===== src/rtl/axi_stream_rr_arbiter.sv =====
// N:1 valid/ready arbiter with payload mux for one AXI channel.
// Supports round-robin or fixed priority. The grant is held while the
// granted beat is stalled, and optionally until a beat with last=1.
module axi_stream_rr_arbiter #(
    parameter int NUM_REQ      = 4,
    parameter int DATA_WIDTH   = 32,
    parameter int PRIO_MODE    = 0,
    parameter int LOCK_ON_LAST = 0,
    parameter int IDX_W        = (NUM_REQ > 1) ? $clog2(NUM_REQ) : 1
) (
    input  logic                            clk_i,
    input  logic                            rst_i,
    input  logic [NUM_REQ-1:0]              in_valid_i,
    output logic [NUM_REQ-1:0]              in_ready_o,
    input  logic [NUM_REQ*DATA_WIDTH-1:0]   in_data_i,
    input  logic [NUM_REQ-1:0]              in_last_i,
    output logic                            out_valid_o,
    input  logic                            out_ready_i,
    output logic [DATA_WIDTH-1:0]           out_data_o,
    output logic                            out_last_o,
    output logic [IDX_W-1:0]                out_sel_o
);

    typedef enum logic {
        UNLOCKED = 1'b0,
        LOCKED   = 1'b1
    } state_e;

    state_e             state_q, state_d;
    logic [IDX_W-1:0]   rr_ptr_q, rr_ptr_d;
    logic [IDX_W-1:0]   lock_idx_q, lock_idx_d;
    logic [IDX_W-1:0]   sel;
    logic [IDX_W:0]     scan_idx;
    logic               sel_valid, sel_last;
    logic [DATA_WIDTH-1:0] sel_data;
    logic               hs, done;

    // Choose the requester presented downstream this cycle.
    always_comb begin
        scan_idx = '0;
        sel      = (PRIO_MODE == 1) ? '0 : rr_ptr_q;
        if (state_q == LOCKED) begin
            sel = lock_idx_q;
        end else begin
            // Walk the scan order backwards so the earliest valid match wins.
            for (int k = NUM_REQ - 1; k >= 0; k--) begin
                if (PRIO_MODE == 1) begin
                    scan_idx = (IDX_W+1)'(k);
                end else begin
                    scan_idx = {1'b0, rr_ptr_q} + (IDX_W+1)'(k);
                    if (scan_idx >= (IDX_W+1)'(NUM_REQ))
                        scan_idx = scan_idx - (IDX_W+1)'(NUM_REQ);
                end
                if (in_valid_i[scan_idx[IDX_W-1:0]])
                    sel = scan_idx[IDX_W-1:0];
            end
        end
    end

    assign sel_valid = in_valid_i[sel];
    assign sel_last  = in_last_i[sel];
    assign sel_data  = in_data_i[sel*DATA_WIDTH +: DATA_WIDTH];

    assign hs   = sel_valid & out_ready_i;
    assign done = (LOCK_ON_LAST == 1) ? (hs & sel_last) : hs;

    // Outputs are held at zero while reset is asserted.
    assign out_valid_o = ~rst_i & sel_valid;
    assign out_last_o  = ~rst_i & sel_last;
    assign out_data_o  = rst_i ? '0 : sel_data;
    assign out_sel_o   = rst_i ? '0 : sel;

    for (genvar i = 0; i < NUM_REQ; i++) begin : g_ready
        assign in_ready_o[i] = ~rst_i & out_ready_i & (sel == IDX_W'(i));
    end

    // Lock/unlock decisions and round-robin pointer advance.
    always_comb begin
        state_d    = state_q;
        lock_idx_d = lock_idx_q;
        rr_ptr_d   = rr_ptr_q;
        case (state_q)
            UNLOCKED: begin
                if (sel_valid && !done) begin
                    state_d    = LOCKED;
                    lock_idx_d = sel;
                end
            end
            LOCKED: begin
                if (done) state_d = UNLOCKED;
            end
            default: state_d = UNLOCKED;
        endcase
        if (done)
            rr_ptr_d = (sel == IDX_W'(NUM_REQ - 1)) ? '0 : sel + 1'b1;
    end

    // State register with synchronous reset.
    always_ff @(posedge clk_i) begin
        if (rst_i) begin
            state_q    <= UNLOCKED;
            rr_ptr_q   <= '0;
            lock_idx_q <= '0;
        end else begin
            state_q    <= state_d;
            rr_ptr_q   <= rr_ptr_d;
            lock_idx_q <= lock_idx_d;
        end
    end

    // A locked requester must keep valid high until its transfer completes.
    always_ff @(posedge clk_i) begin
        if (!rst_i && state_q == LOCKED)
            assert (in_valid_i[lock_idx_q]);
    end

endmodule


===== config.mk =====
export PLATFORM = sky130hd
export DESIGN_NAME = axi_stream_rr_arbiter
export DESIGN_NICKNAME = d
export VERILOG_FILES = /design/src/rtl/axi_stream_rr_arbiter.sv
export SDC_FILE = /design/constraint.sdc
export NUM_CORES = 1
export LEC_CHECK = 0
export BUFFER_PORTS_ARGS = -buffer_cell sky130_fd_sc_hd__buf_2
export CORE_UTILIZATION = 29
export DETAILED_ROUTE_END_ITERATION = 8
export HOLD_SLACK_MARGIN = 0.03
export PLACE_DENSITY_LB_ADDON = 0.25
export SLEW_MARGIN = 0
export SYNTH_ARGS = -nofsm -noshare
export SYNTH_HDL_FRONTEND = slang
export SYNTH_SLANG_ARGS = --single-unit

===== constraint.sdc =====
create_clock -name clk_i -period 2 [get_ports clk_i]
set_input_delay 0.3 -clock clk_i [delete_from_list [all_inputs] [get_ports clk_i]]
set_output_delay 0.3 -clock clk_i [all_outputs]
set_load 0.01 [all_outputs]

======== After elaboration in Yosys (flattened, before gate mapping) ========
Cells that the tools add are included.
cells by class
  $add $sub $neg .......................... 8
  $lt $le $gt $ge ......................... 9
  eq/ne operators ......................... 3
  shifts and indexed selects .............. 1
  multiplexer cells ....................... 31
  bitwise gates (word level) .............. 10
  reduce and logical (&&, ||, !) cells .... 4
operators by type and width
  kind                                                               number
  variable part select 128 x 8 -> 32 bit                             1
  two-way mux 32 bit                                                 1
  two-way mux 2 bit                                                  15
  less-than comparator 2 x 3 -> 1 bit, second input constant         5
  binary-select mux 1 bit (select 2 bit)                             6
  greater-or-equal comparator 3 bit, second input constant           3
  bitwise AND 1 bit                                                  8
  two-way mux 1 bit                                                  8
  subtractor 2 x 1 -> 2 bit, second input constant                   4
  adder 2 x 2 -> 3 bit, second input constant                        2
  equality test 2 bit, second input constant                         2
  adder 2 x 1 -> 3 bit, second input constant                        1
  greater-or-equal comparator 2 x 3 -> 1 bit, second input constant  1
  adder 2 x 1 -> 2 bit, second input constant                        1
  equality test 2 x 1 -> 1 bit, second input constant                1
  logical NOT 2 bit                                                  1
  inverter 1 bit                                                     2
  case mux 1 bit (2 select lines)                                    1
  AND reduction 2 bit                                                1
  logical AND 1 bit                                                  1
  logical NOT 1 bit                                                  1
storage, ports and cells
  bits in registers ....................... 5
  input bits .............................. 139
  output and inout bits ................... 40
  word-level logic and storage cells ...... 69

======== Depth between registers and ports, before layout ========
Gate-level depths: netlist (run 1).
  word-level depth ........................ 18
  gate-level depth with buffers ........... 8
  gate-level depth less buffers ........... 7

======== Worst setup path before layout (run 1) ========
No wires, ideal clock.
  path kind ............................... in2out
  start ................................... in in_valid_i[0]
  end ..................................... out out_data_o[10]
  data arrival time ....................... 1.835 ns
  required time ........................... 1.700 ns
  path slack .............................. -0.135 ns
  stages on the path ...................... 7
  buffers on the path ..................... 1
  cells stage by stage .................... nor2b_1 > o21ba_1 > or3_1 > a31oi_1 > nor2_2 > buf_6 > a221o_1
between the ends
  word-level cells in the longest chain between the ends .. 9
  elaborated cells between the ends (all ways) .. 15
  those cells by class .................... shift (1); mux (14)
ends and longest elaborated chain
  element                                     line  source
  start, declared                             13    input logic [NUM_REQ-1:0] in_valid_i,
  binary-select mux 1 bit (select 2 bit)      54    if (in_valid_i[scan_idx[IDX_W-1:0]])
  two-way mux 1 bit (not written as such)     54
  two-way mux 2 bit (3 in series)             54
  two-way mux 2 bit (*)                       54
  two-way mux 2 bit (*)                       42    if (state_q == LOCKED) begin
  variable part select 128 x 8 -> 32 bit (*)  62    assign sel_data = in_data_i[sel*DATA_WIDTH +: DATA_WIDTH];
  two-way mux 32 bit (*)                      70    assign out_data_o = rst_i ? '0 : sel_data;
  end, declared                               19    output logic [DATA_WIDTH-1:0] out_data_o,
Mark *: on every way between the ends. The rest lies on a longest branch, timed or not. The select of a mux whose other input is x is not followed.

======== Final worst setup path (run 1) ========
  start ................................... reg rr_ptr_q[0]
  end ..................................... out out_last_o
between the ends
  word-level cells in the longest chain between the ends .. 14
  elaborated cells between the ends (all ways) .. 35
  those cells by class .................... add/sub (7); order compare (4); mux (23); bitwise (1)
ends and longest elaborated chain
  element                                                                                line    source
  start, declared                                                                        30      logic [IDX_W-1:0] rr_ptr_q, rr_ptr_d;
  start signal, assigned                                                                 106     rr_ptr_q <= rr_ptr_d;
  adder 2 x 2 -> 3 bit                                                                   50      scan_idx = {1'b0, rr_ptr_q} + (IDX_W+1)'(k);
  greater-or-equal comparator 3 bit / subtractor 2 x 1 -> 2 bit (equally long branches)  51, 52
  two-way mux 2 bit                                                                      51      if (scan_idx >= (IDX_W+1)'(NUM_REQ))
  two-way mux 2 bit                                                                      42
  binary-select mux 1 bit (select 2 bit)                                                 54
  two-way mux 1 bit (not written as such)                                                54
  two-way mux 2 bit (3 in series)                                                        54
  two-way mux 2 bit (*)                                                                  54
  two-way mux 2 bit (*)                                                                  42
  binary-select mux 1 bit (select 2 bit) (*)                                             61      assign sel_last = in_last_i[sel];
  two-way mux 1 bit (not written as such) (*)                                            61
  bitwise AND 1 bit (*)                                                                  69      assign out_last_o = ~rst_i & sel_last;
  end, declared                                                                          20      output logic out_last_o,
Marked as above.

==> impl_metrics.env, run 1 <==
export IMPL_final_cell_mix="buf_2 (173), nand2_1 (45), a221o_1 (30)"
export IMPL_cts_sinks=5
export IMPL_fin_crit_sh=1.307
export IMPL_vias_per_cell=5.242
export IMPL_synth_seq_cells=5
export IMPL_slowest_stage="o41ai_4"
export IMPL_min_delay_path_class="in -> reg"
export IMPL_die_x_um=69.85
export IMPL_synth_area_um2=1335
export IMPL_drc=0
export IMPL_root_buffer="clkbuf_8"
export IMPL_timing_final_ws_setup_ns=-0.6133
export IMPL_skew_ns=0.0004194
export IMPL_hpwlAfterDp_um=4770
export IMPL_routed_wl_um=7015
export IMPL_cap_violations=0
export IMPL_end_kind="output pin"
export IMPL_area_growth_pct=131.7
export IMPL_final_setup_viol_count=40
export IMPL_grt_ovfl_total=0
export IMPL_dp_cells=447
export IMPL_diodes=0
export IMPL_violations="negative setup slack"
export IMPL_antenna_found_initial=0
export IMPL_period_needed_ns=2.613
export IMPL_pre_cts_ws_ns=-0.4128
export IMPL_netlist_instances=210
export IMPL_cp_start_kind="flop"
export IMPL_max_freq_mhz=382.7
export IMPL_dr_pass1_iters=4
export IMPL_clk_pin_slew_worst_paths_ns=0.04
export IMPL_nNetsFinal=551
export IMPL_gp_congestion=0.9271
export IMPL_power_total_mw=1.592
export IMPL_p_per_area_nw_per_um2=514.7
export IMPL_ant_nets=0
export IMPL_synth_ff_type="dfxtp_1"
export IMPL_setup_worst_path_start="rr_ptr_q[0]"
export IMPL_drv_slew=0
export IMPL_yosysWarnings=0
export IMPL_hold_viol=0
export IMPL_critical_path_max_fanout=6
export IMPL_cts_tree="built"
export IMPL_path_class="reg -> out"
export IMPL_cts_buffers_inserted=3
export IMPL_grt_pass1_wl_um=10140
export IMPL_relSlewSlack=0.7174
export IMPL_synth_edf_count=0
export IMPL_fin_cells=462
export IMPL_async_flop_share=0
export IMPL_rows=24
export IMPL_max_stage_delay_ns=0.37
export IMPL_p_leak_nw=1.601
export IMPL_status="finished, violations left"
export IMPL_wire_per_inst_um=15.18
export IMPL_grt_pass1_vias=2191
export IMPL_ctsHtreeMaxLevel=1
export IMPL_drive_gt1_frac=0.7098
export IMPL_dr_total_vias=2422
export IMPL_worst_ep_required_time_ns=1.70
export IMPL_grt_max_degree=34
export IMPL_critPathArrivalTime_ns=2.31
export IMPL_synthesis_nets=350
export IMPL_final_common_cell="buf_2"
export IMPL_fin_util=0.7055
export IMPL_portBuffers=178
export IMPL_io_pins=179
export IMPL_ys_seq_area_frac=0.07498
export IMPL_syn_area_per_cell_um2=6.357
export IMPL_die_area_um2=4879
export IMPL_worstSkewPairLatency_ns=0.22
export IMPL_crit_chain="nor2b_4 -> o21ba_4 -> buf_6 -> o41ai_4 -> bufinv_8 -> buf_12 -> nand2_4 -> a21oi_4 -> a221o_2 -> buf_6"
export IMPL_cp_common_cell="buf_6"
export IMPL_initial_utilization=0.3045
export IMPL_hold_buffers=0
export IMPL_ir_drop_v=0.0004818
export IMPL_ys_types=31
export IMPL_die_h_um=69.85
export IMPL_clockBufferDepth=2
export IMPL_track_usage=0.2529
export IMPL_worst_pin_slew_ns=0.4206
export IMPL_n_fill_cell=367
export IMPL_hold_start="rst_i"
export IMPL_drt_iter0_drc=92
export IMPL_core_um2=4384
export IMPL_grt_setup_unrepaired="true"
export IMPL_rr_startpoint="rr_ptr_q[0]"
metrics by stage:
step / setup TNS, ns / hold slack (ns) / area (um^2)
after floorplan: -1.592 / 0.5185 / 1371
after CTS: -18.84 / 0.3346 / 2725
after detailed placement: -12.82 / 0.5484 / 2436
after global routing: -22.92 / 0.3506 / 3093
after global placement: -12.18 / 0.5383 / 2436
final: -20.35 / 0.3441 / 3093
logic make-up after synthesis:
family                   count (synthesis)  share of synthesized area
flip-flops                               5                    0.07498
AND/OR/NAND/NOR                        102                     0.3271
multiplexers                             4                    0.04218
AO/OA/AOI/OAI                           75                     0.4433
adder cells (fa/ha/maj)                  1                   0.009371
buffers and inverters                   23                     0.1031
layer usage:
| metal | vias to the layer above | global-route usage | routed length (um) |
|---|---|---|---|
| li1 | 1182 | - | - |
| met5 | - | 0 | 0 |
| met4 | 0 | 0.04000 | 59 |
| met2 | 96 | 0.4583 | 3652 |
| met1 | 1138 | 0.3219 | 2904 |
| met3 | 6 | 0.03319 | 399 |
worst paths after layout:
path | endpoint | slack, ns | cells after the start
setup / recovery | out_last_o | -0.61 | 10
hold / removal | lock_idx_q[0] | 0.34 | 2
setup reg to reg | rr_ptr_q[1] | -0.14 | 9
hold reg to reg | rr_ptr_q[1] | 0.58 | 2
worst max-delay path: cells and delay by family (launching register included):
kind	cells	cell delay (ns)
and+or+nand+nor	2	0.12
DFF	1	0.36
buffers and inverters	4	0.68
AOI/OAI and AO/OA	4	0.93
synth_stat cells, types with 2 or more instances:
library cell,instances,area (um^2)
mux2i_1,3,30.03
o21a_1,2,15.01
inv_1,5,18.77
a221o_2,3,33.78
nor2_1,13,48.80
nand2b_1,2,12.51
buf_6,6,67.56
a21oi_1,33,165.2
buf_2,5,25.02
a31oi_1,2,12.51
nor3_1,7,35.03
clkbuf_1,6,22.52
nand2_1,67,251.5
nor2b_1,6,37.54
dfxtp_1,5,100.1
a221o_1,30,300.3
final cells by class:
class	count	area, um^2	area share
Inverter	6	41.29	0.01335
Timing Repair Buffer	213	1359	0.4393
Clock buffer	4	45.04	0.01456
Sequential cell	5	107.6	0.03479
Tap cell	52	65.06	0.02104
Multi-Input combinational cell	182	1475	0.4769
report_power, final:
group          total (mW)  internal [mW]  switching (mW)
Sequential          0.128          0.111          0.0169
Clock               0.194          0.138          0.0567
Combinational        1.27          0.663           0.606
Total                1.59          0.912           0.680
repair_timing:
| action | 4_1_cts | 5_1_grt |
|---|---|---|
| gates cloned | 3 | 1 |
| pin swaps | 5 | 7 |
| setup endpoints to repair | 39 | 42 |
| gates resized for setup | 33 | 78 |
| buffers inserted | 4 | 4 |
Power figures use the tool's default switching activity.
==> inputs of run 2 (changes only) <==
--- a/config.mk
+++ b/config.mk
@@ -10,6 +10,7 @@
 export DETAILED_ROUTE_END_ITERATION = 8
 export HOLD_SLACK_MARGIN = 0.03
 export PLACE_DENSITY_LB_ADDON = 0.25
+export RECOVER_POWER = 50
 export SLEW_MARGIN = 0
 export SYNTH_ARGS = -nofsm -noshare
 export SYNTH_HDL_FRONTEND = slang
==> run 2 against run 1 <==
Effect of this change:
- the run still ends with negative setup slack left
- core utilization shrank 0.057 points
- register-to-register slack is essentially flat
- hold slack is essentially flat
- clock power is essentially flat
- sequential share of layout area is essentially flat
- first-iteration DRC count is the same
- combinational power is essentially flat
- maximum frequency is essentially flat
- clock skew is essentially flat
- critical path type unchanged
==> impl_metrics.env, run 2 (synthesis gave the netlist of run 1 again) <==
export IMPL_dr_pass1_iters=4
export IMPL_drc=0
export IMPL_end_kind="output pin"
export IMPL_gr_usage_met2=0.4583
export IMPL_core_um2=4384
export IMPL_io_pins=179
export IMPL_dr_total_vias=2431
export IMPL_use_met3=0.03319
export IMPL_grt_pass1_wl_um=10140
export IMPL_fin_area_um2=3090
export IMPL_grt_max_degree=34
export IMPL_vias_per_cell=5.262
export IMPL_worst_ep_required_time_ns=1.70
export IMPL_hold_start="rst_i"
export IMPL_die_x_um=69.85
export IMPL_violations="negative setup slack"
export IMPL_critical_path_max_fanout=6
export IMPL_relSlewSlack=0.7145
export IMPL_ctsHtreeMaxLevel=1
export IMPL_rows=24
export IMPL_initial_utilization=0.3045
export IMPL_worstReg2RegEnd="rr_ptr_q[1]"
export IMPL_wire_per_inst_um=15.19
export IMPL_cts_buffers_inserted=3
export IMPL_hold_buffers=0
export IMPL_drt_iter0_drc=92
export IMPL_power_total_mw=1.591
export IMPL_worstSkewPairLatency_ns=0.22
export IMPL_final_setup_viol_count=40
export IMPL_cts_sinks=5
export IMPL_rrSetupSlack_ns=-0.13
export IMPL_n_fill_cell=368
export IMPL_ir_drop_v=0.0004818
export IMPL_root_buffer="clkbuf_8"
export IMPL_path_buf_inv=4
export IMPL_busiest_layer="met2"
export IMPL_worst_pin_slew_ns=0.4250
export IMPL_cp_start_kind="flop"
export IMPL_portBuffers=178
export IMPL_status="finished, violations left"
export IMPL_period_needed_ns=2.613
export IMPL_clk_pin_slew_worst_paths_ns=0.04
export IMPL_die_area_um2=4879
export IMPL_grt_setup_unrepaired="true"
export IMPL_fin_crit_sh=1.306
export IMPL_cts_tree="built"
export IMPL_met1_usage=0.3219
export IMPL_skew_ns=0.0004216
export IMPL_cap_violations=0
export IMPL_hold_end="lock_idx_q[0]"
export IMPL_die_h_um=69.85
export IMPL_path_class="reg -> out"
export IMPL_gp_congestion=0.9271
export IMPL_clockBufferDepth=2
export IMPL_crit_chain="nor2b_4 -> o21ba_4 -> buf_6 -> o41ai_4 -> bufinv_8 -> buf_12 -> nand2_4 -> a21oi_4 -> a221o_2 -> buf_6"
export IMPL_tns_ns=-20.32
export IMPL_cp_common_cell="buf_6"
export IMPL_hpwlAfterDp_um=4770
export IMPL_max_stage_delay_ns=0.37
export IMPL_grt_ovfl_total=0
export IMPL_holdPathStages=2
export IMPL_critPathArrivalTime_ns=2.31
export IMPL_p_leak_nw=1.601
export IMPL_hold_viol=0
export IMPL_drv_slew=0
export IMPL_slowest_stage="o41ai_4"
export IMPL_nNetsFinal=551
export IMPL_grt_pass1_vias=2191
export IMPL_timing_final_ws_setup_ns=-0.6126
export IMPL_r2r_cells=9
export IMPL_antenna_found_initial=0
export IMPL_p_per_area_nw_per_um2=515.0
export IMPL_ant_nets=0
export IMPL_rr_startpoint="rr_ptr_q[0]"
export IMPL_dpl_instance_area_um2=2436
export IMPL_area_growth_pct=131.5
export IMPL_track_usage=0.2529
export IMPL_max_freq_mhz=382.8
export IMPL_drive_gt1_frac=0.7073
export IMPL_final_cell_mix="buf_2 (173), nand2_1 (45), a221o_1 (30)"
export IMPL_diodes=0
export IMPL_routed_wl_um=7020
export IMPL_cp_top_family="compound AO/OA/AOI/OAI gates"
export IMPL_final_common_cell="buf_2"
export IMPL_min_delay_path_class="in -> reg"
run 2: final cells by class:
| type | count | area [um^2] | area share |
|---|---|---|---|
| repair buffers | 213 | 1359 | 0.4397 |
| well taps | 52 | 65.06 | 0.02105 |
| clock buffers | 4 | 45.04 | 0.01457 |
| flip-flops and latches | 5 | 107.6 | 0.03482 |
| inverters | 6 | 41.29 | 0.01336 |
| multi-input cells | 182 | 1473 | 0.4765 |
run 2: power breakdown:
group,internal (mW),switching (mW),total (mW)
combinational,0.663,0.606,1.27
clock,0.138,0.0567,0.194
sequential,0.111,0.0168,0.128
run 2: metrics by stage:
stage | utilization | std cells | worst slack [ns] | hold slack [ns]
after floorplan | - | 210 | -0.05480 | 0.5185
after global placement | 0.5557 | 447 | -0.3990 | 0.5383
after detailed placement | 0.5557 | 447 | -0.4128 | 0.5484
after global routing | 0.7049 | 462 | -0.6623 | 0.3506
final | 0.7049 | 462 | -0.6126 | 0.3440
after CTS | 0.6216 | 457 | -0.5618 | 0.3346
run 2: worst max-delay path by stage:
stage / startpoint / to / slack, ns / cells after the start
after floorplan: in_valid_i[0] / out_data_o[25] / -0.05 / 8
after global placement: in_valid_i[0] / out_last_o / -0.40 / 11
after detailed placement: in_valid_i[0] / out_data_o[31] / -0.41 / 9
after CTS: rr_ptr_q[0] / out_last_o / -0.56 / 10
after global routing: rr_ptr_q[0] / out_data_o[4] / -0.66 / 10
final: rr_ptr_q[0] / out_last_o / -0.61 / 10
run 2: repair_timing:
item | in CTS | in global routing
buffers inserted | 4 | 4
gates resized for setup | 33 | 78
pin swaps | 5 | 7
setup endpoints to repair | 39 | 42
cloned | 3 | 1
run 2: worst register-to-register path: stages, from the launching register on:
cell and delay, ns:
dfxtp_4 0.36, nor2b_4 0.05, o21ba_4 0.20, buf_6 0.12
o41ai_4 0.37, bufinv_8 0.28, buf_12 0.15, buf_8 0.13
ha_4 0.23, a211oi_2 0.16
run 2: metal layers:
metal,part of all wire,routed length (um)
met3,0.057,399
met4,0.0084,59
met2,0.52,3661
met1,0.41,2900
met5,0,0
==> inputs of run 3 (changes only) <==
--- a/config.mk
+++ b/config.mk
@@ -6,8 +6,9 @@
 export NUM_CORES = 1
 export LEC_CHECK = 0
 export BUFFER_PORTS_ARGS = -buffer_cell sky130_fd_sc_hd__buf_2
-export CORE_UTILIZATION = 29
+export CORE_AREA = 2 2 70 72
 export DETAILED_ROUTE_END_ITERATION = 8
+export DIE_AREA = 0 0 72 74
 export HOLD_SLACK_MARGIN = 0.03
 export PLACE_DENSITY_LB_ADDON = 0.25
 export RECOVER_POWER = 50
==> constraint.sdc (replaced) <==
create_clock -name clk_i -period 2.84 [get_ports clk_i]
set_input_delay 0.426 -clock clk_i [delete_from_list [all_inputs] [get_ports clk_i]]
set_output_delay 0.426 -clock clk_i [all_outputs]
set_load 0.01 [all_outputs]
==> run 3 against run 2 <==
Effect of this change:
- the run now ends clean
- core utilization is 19 points lower
- cell count shrank 4.5%
- clock power shrank 31%
- register-to-register slack improved by 0.98 ns
- critical path type is now in -> out
- critical endpoint is now out_data_o[0]
- highest routed layer unchanged
==> impl_metrics.env, run 3 (synthesis gave the netlist of run 1 again) <==
export IMPL_top_layer_used="met4"
export IMPL_clk_pin_slew_worst_paths_ns=0.03
export IMPL_fin_worst_hold_slack_ns=0.5202
export IMPL_grt_max_degree=24
export IMPL_rr_startpoint="rr_ptr_q[0]"
export IMPL_area_growth_pct=75.63
export IMPL_wl_met2_um=3325
export IMPL_min_delay_path_class="in -> reg"
export IMPL_met3_wirelength_um=413
export IMPL_cts_tree="built"
export IMPL_track_usage=0.2139
export IMPL_grt_ovfl_total=0
export IMPL_routed_wl_um=6282
export IMPL_hold_start="rst_i"
export IMPL_rows=25
export IMPL_cp_top_family="compound AO/OA/AOI/OAI gates"
export IMPL_n_fill_cell=478
export IMPL_pre_cts_ws_ns=0.07852
export IMPL_timing_final_ws_setup_ns=0.05924
export IMPL_portBuffers=178
export IMPL_worst_ep_required_time_ns=2.41
export IMPL_vias_per_cell=5.122
export IMPL_gp_congestion=0.8277
export IMPL_final_setup_viol_count=0
export IMPL_drt_iter0_drc=66
export IMPL_end_kind="output pin"
export IMPL_critPathArrivalTime_ns=2.35
export IMPL_cp_start_kind="primary input"
export IMPL_clockBufferDepth=2
export IMPL_p_per_area_nw_per_um2=349.4
export IMPL_p_leak_nw=1.320
export IMPL_crit_chain="buf_2 -> nor2b_1 -> o21ba_2 -> or3_1 -> a31oi_2 -> nor2_2 -> buf_4 -> a221o_2 -> buf_2"
export IMPL_hpwlAfterDp_um=5026
export IMPL_ctsHtreeMaxLevel=1
export IMPL_max_stage_delay_ns=0.39
export IMPL_ir_drop_v=0.0002148
export IMPL_cts_sinks=5
export IMPL_relSlewSlack=0.7514
export IMPL_skew_ns=0.004981
export IMPL_cp_common_cell="buf_2"
export IMPL_core_um2=4598
export IMPL_rrSetupSlack_ns=0.85
export IMPL_drive_gt1_frac=0.5349
export IMPL_final_cell_mix="buf_2 (176), nand2_1 (67), a21oi_1 (33)"
export IMPL_worstSkewPairLatency_ns=0.22
export IMPL_die_area_um2=5328
export IMPL_worst_pin_slew_ns=0.3700
export IMPL_hold_viol=0
export IMPL_final_common_cell="buf_2"
export IMPL_setup_worst_path_start="in_valid_i[0]"
export IMPL_critical_path_max_fanout=16
export IMPL_drc=0
export IMPL_io_pins=179
export IMPL_status="finished, final reports clean"
export IMPL_diodes=0
export IMPL_grt_pass1_wl_um=9101
export IMPL_cts_buffers_inserted=3
export IMPL_wire_per_inst_um=14.24
export IMPL_antenna_found_initial=0
export IMPL_fin_crit_sh=0.9791
export IMPL_path_class="in -> out"
export IMPL_grt_pass1_vias=1925
export IMPL_cap_violations=0
export IMPL_hold_buffers=0
export IMPL_drv_slew=0
export IMPL_initial_utilization=0.2903
export IMPL_max_freq_mhz=359.6
export IMPL_path_buf_inv=3
export IMPL_period_needed_ns=2.781
export IMPL_dr_pass1_iters=4
export IMPL_dr_total_vias=2259
export IMPL_m1WireLength_um=2510
export IMPL_nNetsFinal=528
export IMPL_power_total_mw=0.8192
export IMPL_die_h_um=74
export IMPL_die_x_um=72
export IMPL_root_buffer="clkbuf_8"
export IMPL_ant_nets=0
export IMPL_slowest_stage="a221o_2"
[run 3: cell types whose count changed in the layout (fill, tap and decap cells not counted), moves of 4 or more]
cell,before,now
a21oi_2,21,0
nand2_1,45,67
buf_4,20,11
nand2_4,18,0
nand2_2,4,0
buf_6,8,0
a21oi_1,11,33
buf_12,5,1
[run 3: where the power goes]
group          internal, mW  switching, mW  total (mW)
registers            0.0781         0.0110      0.0891
clock network        0.0966         0.0377       0.134
logic                 0.287          0.308       0.596
[run 3: layout make-up]
type / instances / area, um^2 / area share
Timing Repair Buffer: 190 / 991.0 / 0.4226
Clock buffer: 4 / 45.04 / 0.01921
Inverter: 6 / 22.52 / 0.009605
Multi-Input combinational cell: 182 / 1117 / 0.4765
Sequential cell: 5 / 101.3 / 0.04322
Tap cell: 54 / 67.56 / 0.02882
[run 3: timing repair]
action / CTS / global route
resized for setup: 0 / 5
setup endpoints to repair: 0 / 32
buffers inserted: 0 / 1
[run 3: metal layers]
layer  vias up  GRT usage
li1       1134          -
met2        88     0.3961
met4         0    0.03145
met5         -          0
met1      1035     0.2724
met3         2    0.02575
[run 3: final timing paths]
| kind | end | cells after the start |
|---|---|---|
| max | out_data_o[0] | 9 |
| min | lock_idx_q[0] | 2 |
| max reg2reg | rr_ptr_q[1] | 7 |
| min reg2reg | rr_ptr_q[0] | 2 |
[run 3: metrics by stage]
| stage | instances | setup TNS, ns | util | area [um^2] |
|---|---|---|---|---|
| after floorplan | 210 | 0 | - | 1335 |
| after global placement | 436 | 0 | 0.4950 | 2276 |
| after detailed placement | 436 | 0 | 0.4950 | 2276 |
| after CTS | 440 | 0 | 0.5048 | 2321 |
| after global routing | 441 | -0.02780 | 0.5099 | 2345 |
| final | 441 | 0 | 0.5099 | 2345 |
